--- src/rtl/puf_pkg.sv ---
// Shared definitions for the PUF race engine and the downstream overflow
// selection stage.
//   puf_state_t : race FSM state encoding
//   PUF_CNT_W   : default race counter width (also the count1/count2 width
//                 expected by the overflow selection stage)
package puf_pkg;

   typedef enum logic [1:0] {
      PUF_IDLE  = 2'd0,
      PUF_CLEAR = 2'd1,
      PUF_RACE  = 2'd2,
      PUF_HOLD  = 2'd3
   } puf_state_t;

   localparam int PUF_CNT_W = 16;

endpackage

--- src/rtl/puf_edge_sync.sv ---
// Synchronizer plus rising-edge detector for one free-running ring
// oscillator. Runs continuously so a race never starts on a stale edge.
// Ports:
//   clk  in  system clock
//   rst  in  asynchronous active-high reset
//   ro   in  oscillator input, asynchronous to clk
//   rise out one-cycle pulse per synchronized rising edge
module puf_edge_sync #(
   parameter int SYNC_STAGES = 2
) (
   input  logic clk,
   input  logic rst,
   input  logic ro,
   output logic rise
);

   logic [SYNC_STAGES-1:0] sync;
   logic                   prev;

   always_ff @(posedge clk or posedge rst) begin
      if (rst) begin
         sync <= '0;
         prev <= 1'b0;
      end else begin
         sync <= {sync[SYNC_STAGES-2:0], ro};
         prev <= sync[SYNC_STAGES-1];
      end
   end

   assign rise = sync[SYNC_STAGES-1] & ~prev;

endmodule

--- src/rtl/puf_race_counter.sv ---
// Race engine for one PUF challenge slot. A start pulse clears both
// counters, then synchronized rising edges of ro_a/ro_b are counted until
// either counter wraps. Counts and overflow flags then freeze and valid
// pulses for the overflow selection stage.
// Optional feature macro: PUF_RACE_TIMEOUT_EN adds a race cycle limit and
// the timeout output.
// Ports:
//   clk, rst            clock, asynchronous active-high reset
//   start               race request, honoured in IDLE or HOLD
//   ro_a, ro_b          ring oscillators (asynchronous)
//   busy                high in CLEAR and RACE
//   valid               one-cycle pulse on entry to HOLD
//   overflow1/2         counter A/B wrapped, held through HOLD
//   count1/2            counter A/B values
//   timeout             race hit the cycle limit (PUF_RACE_TIMEOUT_EN only)
//
// state     | meaning
// ----------+------------------------------------------------------
// PUF_IDLE  | waiting for start after reset
// PUF_CLEAR | one cycle: zero counts, flags, timeout, cycle counter
// PUF_RACE  | count edges until a counter wraps (or the time limit)
// PUF_HOLD  | results frozen; start launches a new race
module puf_race_counter
   import puf_pkg::*;
#(
   parameter int CNT_W          = PUF_CNT_W,
   parameter int SYNC_STAGES    = 2,
   parameter int TIMEOUT_CYCLES = 1048576
) (
   input  logic             clk,
   input  logic             rst,
   input  logic             start,
   input  logic             ro_a,
   input  logic             ro_b,
   output logic             busy,
   output logic             valid,
   output logic             overflow1,
   output logic             overflow2,
`ifdef PUF_RACE_TIMEOUT_EN
   output logic             timeout,
`endif
   output logic [CNT_W-1:0] count1,
   output logic [CNT_W-1:0] count2
);

   localparam logic [CNT_W-1:0] CNT_ONE = {{(CNT_W-1){1'b0}}, 1'b1};

   puf_state_t       state, state_nxt;
   logic [CNT_W-1:0] count1_nxt, count2_nxt;
   logic             overflow1_nxt, overflow2_nxt, valid_nxt;
   logic             rise_a, rise_b, wrap_a, wrap_b;

   puf_edge_sync #(.SYNC_STAGES(SYNC_STAGES)) u_sync_a (
      .clk  (clk),
      .rst  (rst),
      .ro   (ro_a),
      .rise (rise_a)
   );

   puf_edge_sync #(.SYNC_STAGES(SYNC_STAGES)) u_sync_b (
      .clk  (clk),
      .rst  (rst),
      .ro   (ro_b),
      .rise (rise_b)
   );

   assign wrap_a = rise_a & (count1 == '1);
   assign wrap_b = rise_b & (count2 == '1);
   assign busy   = (state == PUF_CLEAR) || (state == PUF_RACE);

`ifdef PUF_RACE_TIMEOUT_EN
   localparam int                TMO_W    = $clog2(TIMEOUT_CYCLES + 1);
   localparam logic [TMO_W-1:0]  TMO_LAST = TMO_W'(TIMEOUT_CYCLES - 1);
   localparam logic [TMO_W-1:0]  TMO_ONE  = TMO_W'(1);

   logic [TMO_W-1:0] tcnt, tcnt_nxt;
   logic             timeout_nxt;
`endif

   always_comb begin
      state_nxt     = state;
      count1_nxt    = count1;
      count2_nxt    = count2;
      overflow1_nxt = overflow1;
      overflow2_nxt = overflow2;
      valid_nxt     = 1'b0;
`ifdef PUF_RACE_TIMEOUT_EN
      tcnt_nxt      = tcnt;
      timeout_nxt   = timeout;
`endif
      case (state)
         PUF_IDLE, PUF_HOLD: begin
            if (start) state_nxt = PUF_CLEAR;
         end
         PUF_CLEAR: begin
            count1_nxt    = '0;
            count2_nxt    = '0;
            overflow1_nxt = 1'b0;
            overflow2_nxt = 1'b0;
`ifdef PUF_RACE_TIMEOUT_EN
            tcnt_nxt      = '0;
            timeout_nxt   = 1'b0;
`endif
            state_nxt     = PUF_RACE;
         end
         PUF_RACE: begin
            // The losing counter still takes its same-cycle edge.
            if (rise_a) count1_nxt = count1 + CNT_ONE;
            if (rise_b) count2_nxt = count2 + CNT_ONE;
`ifdef PUF_RACE_TIMEOUT_EN
            tcnt_nxt = tcnt + TMO_ONE;
`endif
            if (wrap_a || wrap_b) begin
               overflow1_nxt = wrap_a;
               overflow2_nxt = wrap_b;
               valid_nxt     = 1'b1;
               state_nxt     = PUF_HOLD;
            end
`ifdef PUF_RACE_TIMEOUT_EN
            // Overflow wins over the time limit in the same cycle.
            else if (tcnt == TMO_LAST) begin
               timeout_nxt = 1'b1;
               valid_nxt   = 1'b1;
               state_nxt   = PUF_HOLD;
            end
`endif
         end
         default: state_nxt = PUF_IDLE;
      endcase
   end

   always_ff @(posedge clk or posedge rst) begin
      if (rst) begin
         state     <= PUF_IDLE;
         count1    <= '0;
         count2    <= '0;
         overflow1 <= 1'b0;
         overflow2 <= 1'b0;
         valid     <= 1'b0;
      end else begin
         state     <= state_nxt;
         count1    <= count1_nxt;
         count2    <= count2_nxt;
         overflow1 <= overflow1_nxt;
         overflow2 <= overflow2_nxt;
         valid     <= valid_nxt;
      end
   end

`ifdef PUF_RACE_TIMEOUT_EN
   always_ff @(posedge clk or posedge rst) begin
      if (rst) begin
         tcnt    <= '0;
         timeout <= 1'b0;
      end else begin
         tcnt    <= tcnt_nxt;
         timeout <= timeout_nxt;
      end
   end
`endif

endmodule

--- config.mk ---
export PLATFORM = sky130hd
export DESIGN_NAME = puf_race_counter
export DESIGN_NICKNAME = d
export VERILOG_FILES = /design/src/rtl/puf_pkg.sv /design/src/rtl/puf_edge_sync.sv /design/src/rtl/puf_race_counter.sv
export SDC_FILE = /design/constraint.sdc
export NUM_CORES = 1
export LEC_CHECK = 0
export CAP_MARGIN = 20
export CORE_ASPECT_RATIO = 0.5
export CORE_MARGIN = 2
export CORE_UTILIZATION = 30
export CTS_BUF_LIST = sky130_fd_sc_hd__clkbuf_8
export DETAILED_ROUTE_END_ITERATION = 8
export GPL_ROUTABILITY_DRIVEN = 0
export GPL_TIMING_DRIVEN = 0
export HOLD_SLACK_MARGIN = 0.03
export PLACE_DENSITY_LB_ADDON = 0.1
export SLEW_MARGIN = 20
export SYNTH_ARGS = -nofsm -noshare
export SYNTH_HDL_FRONTEND = slang
export SYNTH_HIERARCHICAL = 1
export SYNTH_SLANG_ARGS = --single-unit
--- constraint.sdc ---
create_clock -name clk -period 4.9 [get_ports clk]
set_input_delay 0.98 -clock clk [delete_from_list [all_inputs] [get_ports clk]]
set_output_delay 0.98 -clock clk [all_outputs]
set_load 0.02 [all_outputs]
Word level (Yosys, flattened, before mapping) --
Cells that the tools add are included.
Storage, ports and cells: flip-flop bits (word level) 43, latch bits 0, memory bits (writable) 0, memory bits (read-only) 0, input port bits 5, output and inout bits 36, logic and storage cells 49, memories 0
Operators by class: add/sub/neg operators 2, multipliers 0, divide/modulo/power cells 0, $lt $le $gt $ge 0, equal/unequal tests 9, shift operators 0, multiplexer cells 13, bitwise operators 6, reductions and logical operators 9
Operators by type and width (count):
- $pmux 16 s2 | 2
- $add 16x1->16 const B | 2
- $eq 16x16->1 const B | 2
- $mux 16 | 2
- $reduce_and 2->1 | 4
- $ne 2x2->1 const B | 3
- $pmux 2 s3 | 1
- $and 1x1->1 | 4
- $eq 2x2->1 const B | 2
- $mux 1 | 4
- $mux 2 | 2
- $pmux 1 s2 | 2
- $eq 2x1->1 const B | 1
- $logic_not 2->1 | 1
- $logic_or 1x1->1 | 2
- $ne 2x1->1 const B | 1
- $not 1->1 | 2
- $reduce_bool 2->1 | 1
- $reduce_or 2->1 | 1

Depth between registers and ports, before layout --
depth in word-level cells 6, depth in mapped cells 7, mapped depth without buffers 7

Modules after synthesis --
The synthesis kept the hierarchy.
By module, submodules not included:
- puf_race_counter | times used 1, cells an instance 188, area each 1834.3 um2, sequential area each 925.9 um2
- puf_edge_sync | times used 2, cells an instance 5, area each 92.6 um2, sequential area each 75.1 um2

Worst setup path after synthesis --
OpenSTA, ideal clock, no wires.
kind register to register, start reg count1[0], end reg overflow2, library setup time 118 ps, data arrival time 1866 ps, required time 4782 ps, path slack 2916 ps, cell stages (with the launch flop) 7, path buffers 0, period minus slack after synthesis 1984 ps, cell sequence dfrtp_1 > ha_1 > nand3_1 > or4_4 > or3_4 > nand3_1 > nand2_1
Between the ends: word-level cells in the longest chain between the ends 5
RTL lines:
- from (decl) | line puf_race_counter.sv:42 | output logic [CNT_W-1:0] count1,
- from (signal assigned) | line puf_race_counter.sv:142 | count1 <= count1_nxt;
- $eq 16x16->1 | line puf_race_counter.sv:67 | assign wrap_a = rise_a & (count1 == '1);
- $and 1x1->1 | line puf_race_counter.sv:67
- $logic_or 1x1->1 | line puf_race_counter.sv:113 | if (wrap_a || wrap_b) begin
- $ne 2x1->1 (no source line)
- $reduce_and 2->1 (no source line)
- to (signal assigned) | line puf_race_counter.sv:145 | overflow2 <= overflow2_nxt;
- to (decl) | line puf_race_counter.sv:38 | output logic overflow2,
No other way between the ends. A chain may end at the register's enable or synchronous reset.

Final worst setup path --
start reg state[0], end out busy
Between the ends: word-level cells in the longest chain between the ends 2, elaborated cells on any way between the ends 3, those cells by class 2 x eq/ne; 1 x reduce/logical
RTL lines:
- from (decl) | line puf_race_counter.sv:48 | puf_state_t state, state_nxt;
- from (signal assigned) | line puf_race_counter.sv:141 | state <= state_nxt;
- $eq 2x1->1 / $eq 2x2->1 (equally long branches) | line puf_race_counter.sv:69 | assign busy = (state == PUF_CLEAR) || (state == PUF_RACE);
- $logic_or 1x1->1 (*) | line puf_race_counter.sv:69
- to (decl) | line puf_race_counter.sv:35 | output logic busy,
Every way passes the cells marked *; elsewhere a longest branch is shown, timed or not.

==> results.sh <==
export IMPL_ctsResizeCount=0
export IMPL_final_common_cell="dfrtp_1"
export IMPL_synth_seq_area_share=0.533
export IMPL_worstPathArrival_ns=1.75
export IMPL_crit_type="flip-flop to output pin"
export IMPL_grt_first_pass_wirelength_um=7720
export IMPL_ys_warn_count=6
export IMPL_antenna_found_initial=0
export IMPL_maxCapViolations=0
export IMPL_final_cells=338
export IMPL_timing_hold_ws_ns=0.353
export IMPL_netlist_area_um2=2020
export IMPL_cts_tree="yes"
export IMPL_synth_distinct_cells=38
export IMPL_max_stage_delay_ns=0.60
export IMPL_period_minus_slack_ns=2.73
export IMPL_ant_nets=0
export IMPL_grt_max_degree=20
export IMPL_drt_initial_drc_count=109
export IMPL_ctsLongestPathBuffers=2
export IMPL_totalWireLength_um=4610
export IMPL_ctsHoldBuffers=0
export IMPL_viasPerCell=4.78
export IMPL_ios=41
export IMPL_layout_drive_gt1_share=0.0772
export IMPL_cp_num_buf_inv=3
export IMPL_cp_top_family="buffers and inverters"
export IMPL_timing_final_hold_violations=0
export IMPL_finalSetupViolations=0
export IMPL_pre_cts_slack_ns=2.51
export IMPL_finalSetupTns_ns=0
export IMPL_synth_seq_cells=43
export IMPL_drc=0
export IMPL_worstSkewPairLatency_ns=0.29
export IMPL_dpl_instance_area_um2=2560
export IMPL_coreArea_um2=6600
export IMPL_drv_slew=0
export IMPL_worstSetupEndpointType="output pin"
export IMPL_area_delta_synth_final_pct=31.2
export IMPL_dp_cells=331
export IMPL_cpMostUsedCell="inv_1"
export IMPL_synth_flop_cell="dfrtp_1"
export IMPL_critPathMaxFanout=3
export IMPL_crit_required_ns=3.92
export IMPL_cts_made_buffers=5
export IMPL_num_rows=21
export IMPL_initial_utilization=0.306
export IMPL_dr_pass1_iters=4
export IMPL_power_leakage_nw=1.12
export IMPL_status="complete, no violations"
export IMPL_slew_headroom=0.653
export IMPL_syn_area_per_cell_um2=10.2
export IMPL_htree_num_levels=2
export IMPL_dieWidth_um=120
export IMPL_layout_common_cells="dfrtp_1 (43), clkdlybuf4s50_1 (40), nand2_1 (25)"
export IMPL_grt_usage=0.135
export IMPL_cp_slowest_cell="clkdlybuf4s50_1"
export IMPL_die_y_um=62.0
export IMPL_crit_path_start_kind="flip-flop"
export IMPL_synth_edf_count=0
export IMPL_fin_worst_skew_ns=0.00309
export IMPL_cts_sinks=43
export IMPL_hold_path_class="flip-flop to flip-flop"
export IMPL_async_flop_share=1.00
export IMPL_ctsRootBufferMaster="clkbuf_8"
export IMPL_power_uw=862
export IMPL_fin_util=0.402
export IMPL_dieArea_um2=7440
export IMPL_grt_pass1_vias=1591
export IMPL_postSynthCellCount=198
export IMPL_min_period_over_period=0.557
export IMPL_portBuffers=40
export IMPL_ir_drop_v=0.000133
export IMPL_setup_ws_ns=2.17
export IMPL_synth_nets=208
export IMPL_finalInstanceArea_um2=2650
export IMPL_grt_overflow=0
export IMPL_n_antenna_cell=0
export IMPL_rsz0062_at_grt="false"
export IMPL_max_freq_mhz=366
export IMPL_vias=1617
export IMPL_final_net_count=256
export IMPL_crit_chain="inv_1, ha_1, inv_1, clkdlybuf4s50_1"
export IMPL_pwr_density_cell_nw_per_um2=325
export IMPL_postCtsSetupBuffers=0
export IMPL_dpl_hpwl_um=3320
export IMPL_path_clk_slew_ns=0.08
export IMPL_fillers=672
export IMPL_wl_per_cell_um=13.6
export IMPL_tightest_slew_ns=0.521
-- sequential cells by signal (all words and copies together) (netlist names) --
signal	flops
count1	16
u_sync_b/prev	1
valid	1
overflow2	1
state	2
overflow1	1
count2	16
u_sync_b/sync	2
u_sync_a/prev	1
u_sync_a/sync	2
-- cell usage after synthesis, types with 2 or more instances --
| master | n | area share |
|---|---|---|
| o21ai_0 | 17 | 0.042 |
| o31ai_1 | 5 | 0.019 |
| and3_1 | 2 | 0.0062 |
| o22ai_1 | 3 | 0.0093 |
| ha_1 | 5 | 0.031 |
| nand3_1 | 19 | 0.047 |
| nor3_1 | 2 | 0.0050 |
| a21oi_1 | 2 | 0.0050 |
| nand2_1 | 25 | 0.046 |
| dfrtp_1 | 43 | 0.53 |
| o211ai_1 | 5 | 0.019 |
| nand4_1 | 5 | 0.015 |
| inv_1 | 8 | 0.015 |
| xnor2_1 | 5 | 0.022 |
| mux2i_1 | 6 | 0.030 |
| nor2b_1 | 2 | 0.0062 |
| and4_1 | 2 | 0.0087 |
| or3_1 | 2 | 0.0062 |
| nor2b_4 | 2 | 0.014 |
| nor2_1 | 17 | 0.032 |
| xor2_1 | 3 | 0.013 |
| clkbuf_1 | 2 | 0.0037 |
-- cell families (layout without fill, tap and decap cells) --
group / after synthesis / after routing / synth area share
adder cells (fa/ha/maj): 5 / 5 / 0.0310
AO/OA/AOI/OAI: 37 / 37 / 0.114
multiplexers: 6 / 6 / 0.0297
buffers and inverters: 12 / 60 / 0.0229
AND/OR/NAND/NOR: 87 / 87 / 0.235
XOR/XNOR: 8 / 8 / 0.0347
flip-flops: 43 / 43 / 0.533
-- power breakdown --
part / internal, mW / switching, mW / total (mW)
Clock: 0.111 / 0.118 / 0.229
Sequential: 0.375 / 0.0216 / 0.397
Combinational: 0.0830 / 0.154 / 0.237
Total: 0.569 / 0.293 / 0.862
-- per-layer routing --
| metal | vias to the layer above | track usage | wire, um |
|---|---|---|---|
| li1 | 798 | - | - |
| met1 | 789 | 0.178 | 2380 |
| met2 | 26 | 0.222 | 2020 |
| met3 | 4 | 0.0401 | 176 |
| met4 | 0 | 0.0353 | 40 |
| met5 | - | 0 | 0 |
-- area by class of cell --
cell class / count / area (um^2) / share of cell area
multi-input cells: 143 / 897 / 0.339
flip-flops and latches: 43 / 1080 / 0.406
repair buffers: 41 / 428 / 0.161
inverters: 9 / 33.8 / 0.0127
well taps: 92 / 115 / 0.0434
clock buffers: 6 / 82.6 / 0.0312
plain buffers: 3 / 12.5 / 0.00472
clock inverters: 1 / 5.00 / 0.00189
-- final timing paths --
path	start	end	slack, ns	cells past startpoint
worst max register to register	state[0]$_DFFE_PP0P_	count1[11]$_DFFE_PP0P_	2.84	7
max in group asynchronous	rst	count2[15]$_DFFE_PP0P_	3.37	3
min in group asynchronous	rst	u_sync_a/sync[0]$_DFF_PP0_	0.93	2
worst min register to register	u_sync_b/sync[0]$_DFF_PP0_	u_sync_b/sync[1]$_DFF_PP0_	0.35	0
worst min-delay path	u_sync_b/sync[0]$_DFF_PP0_	u_sync_b/sync[1]$_DFF_PP0_	0.35	0
worst max-delay path	state[0]$_DFFE_PP0P_	busy	2.17	4
Note: power is estimated with default switching activity, not from simulation.
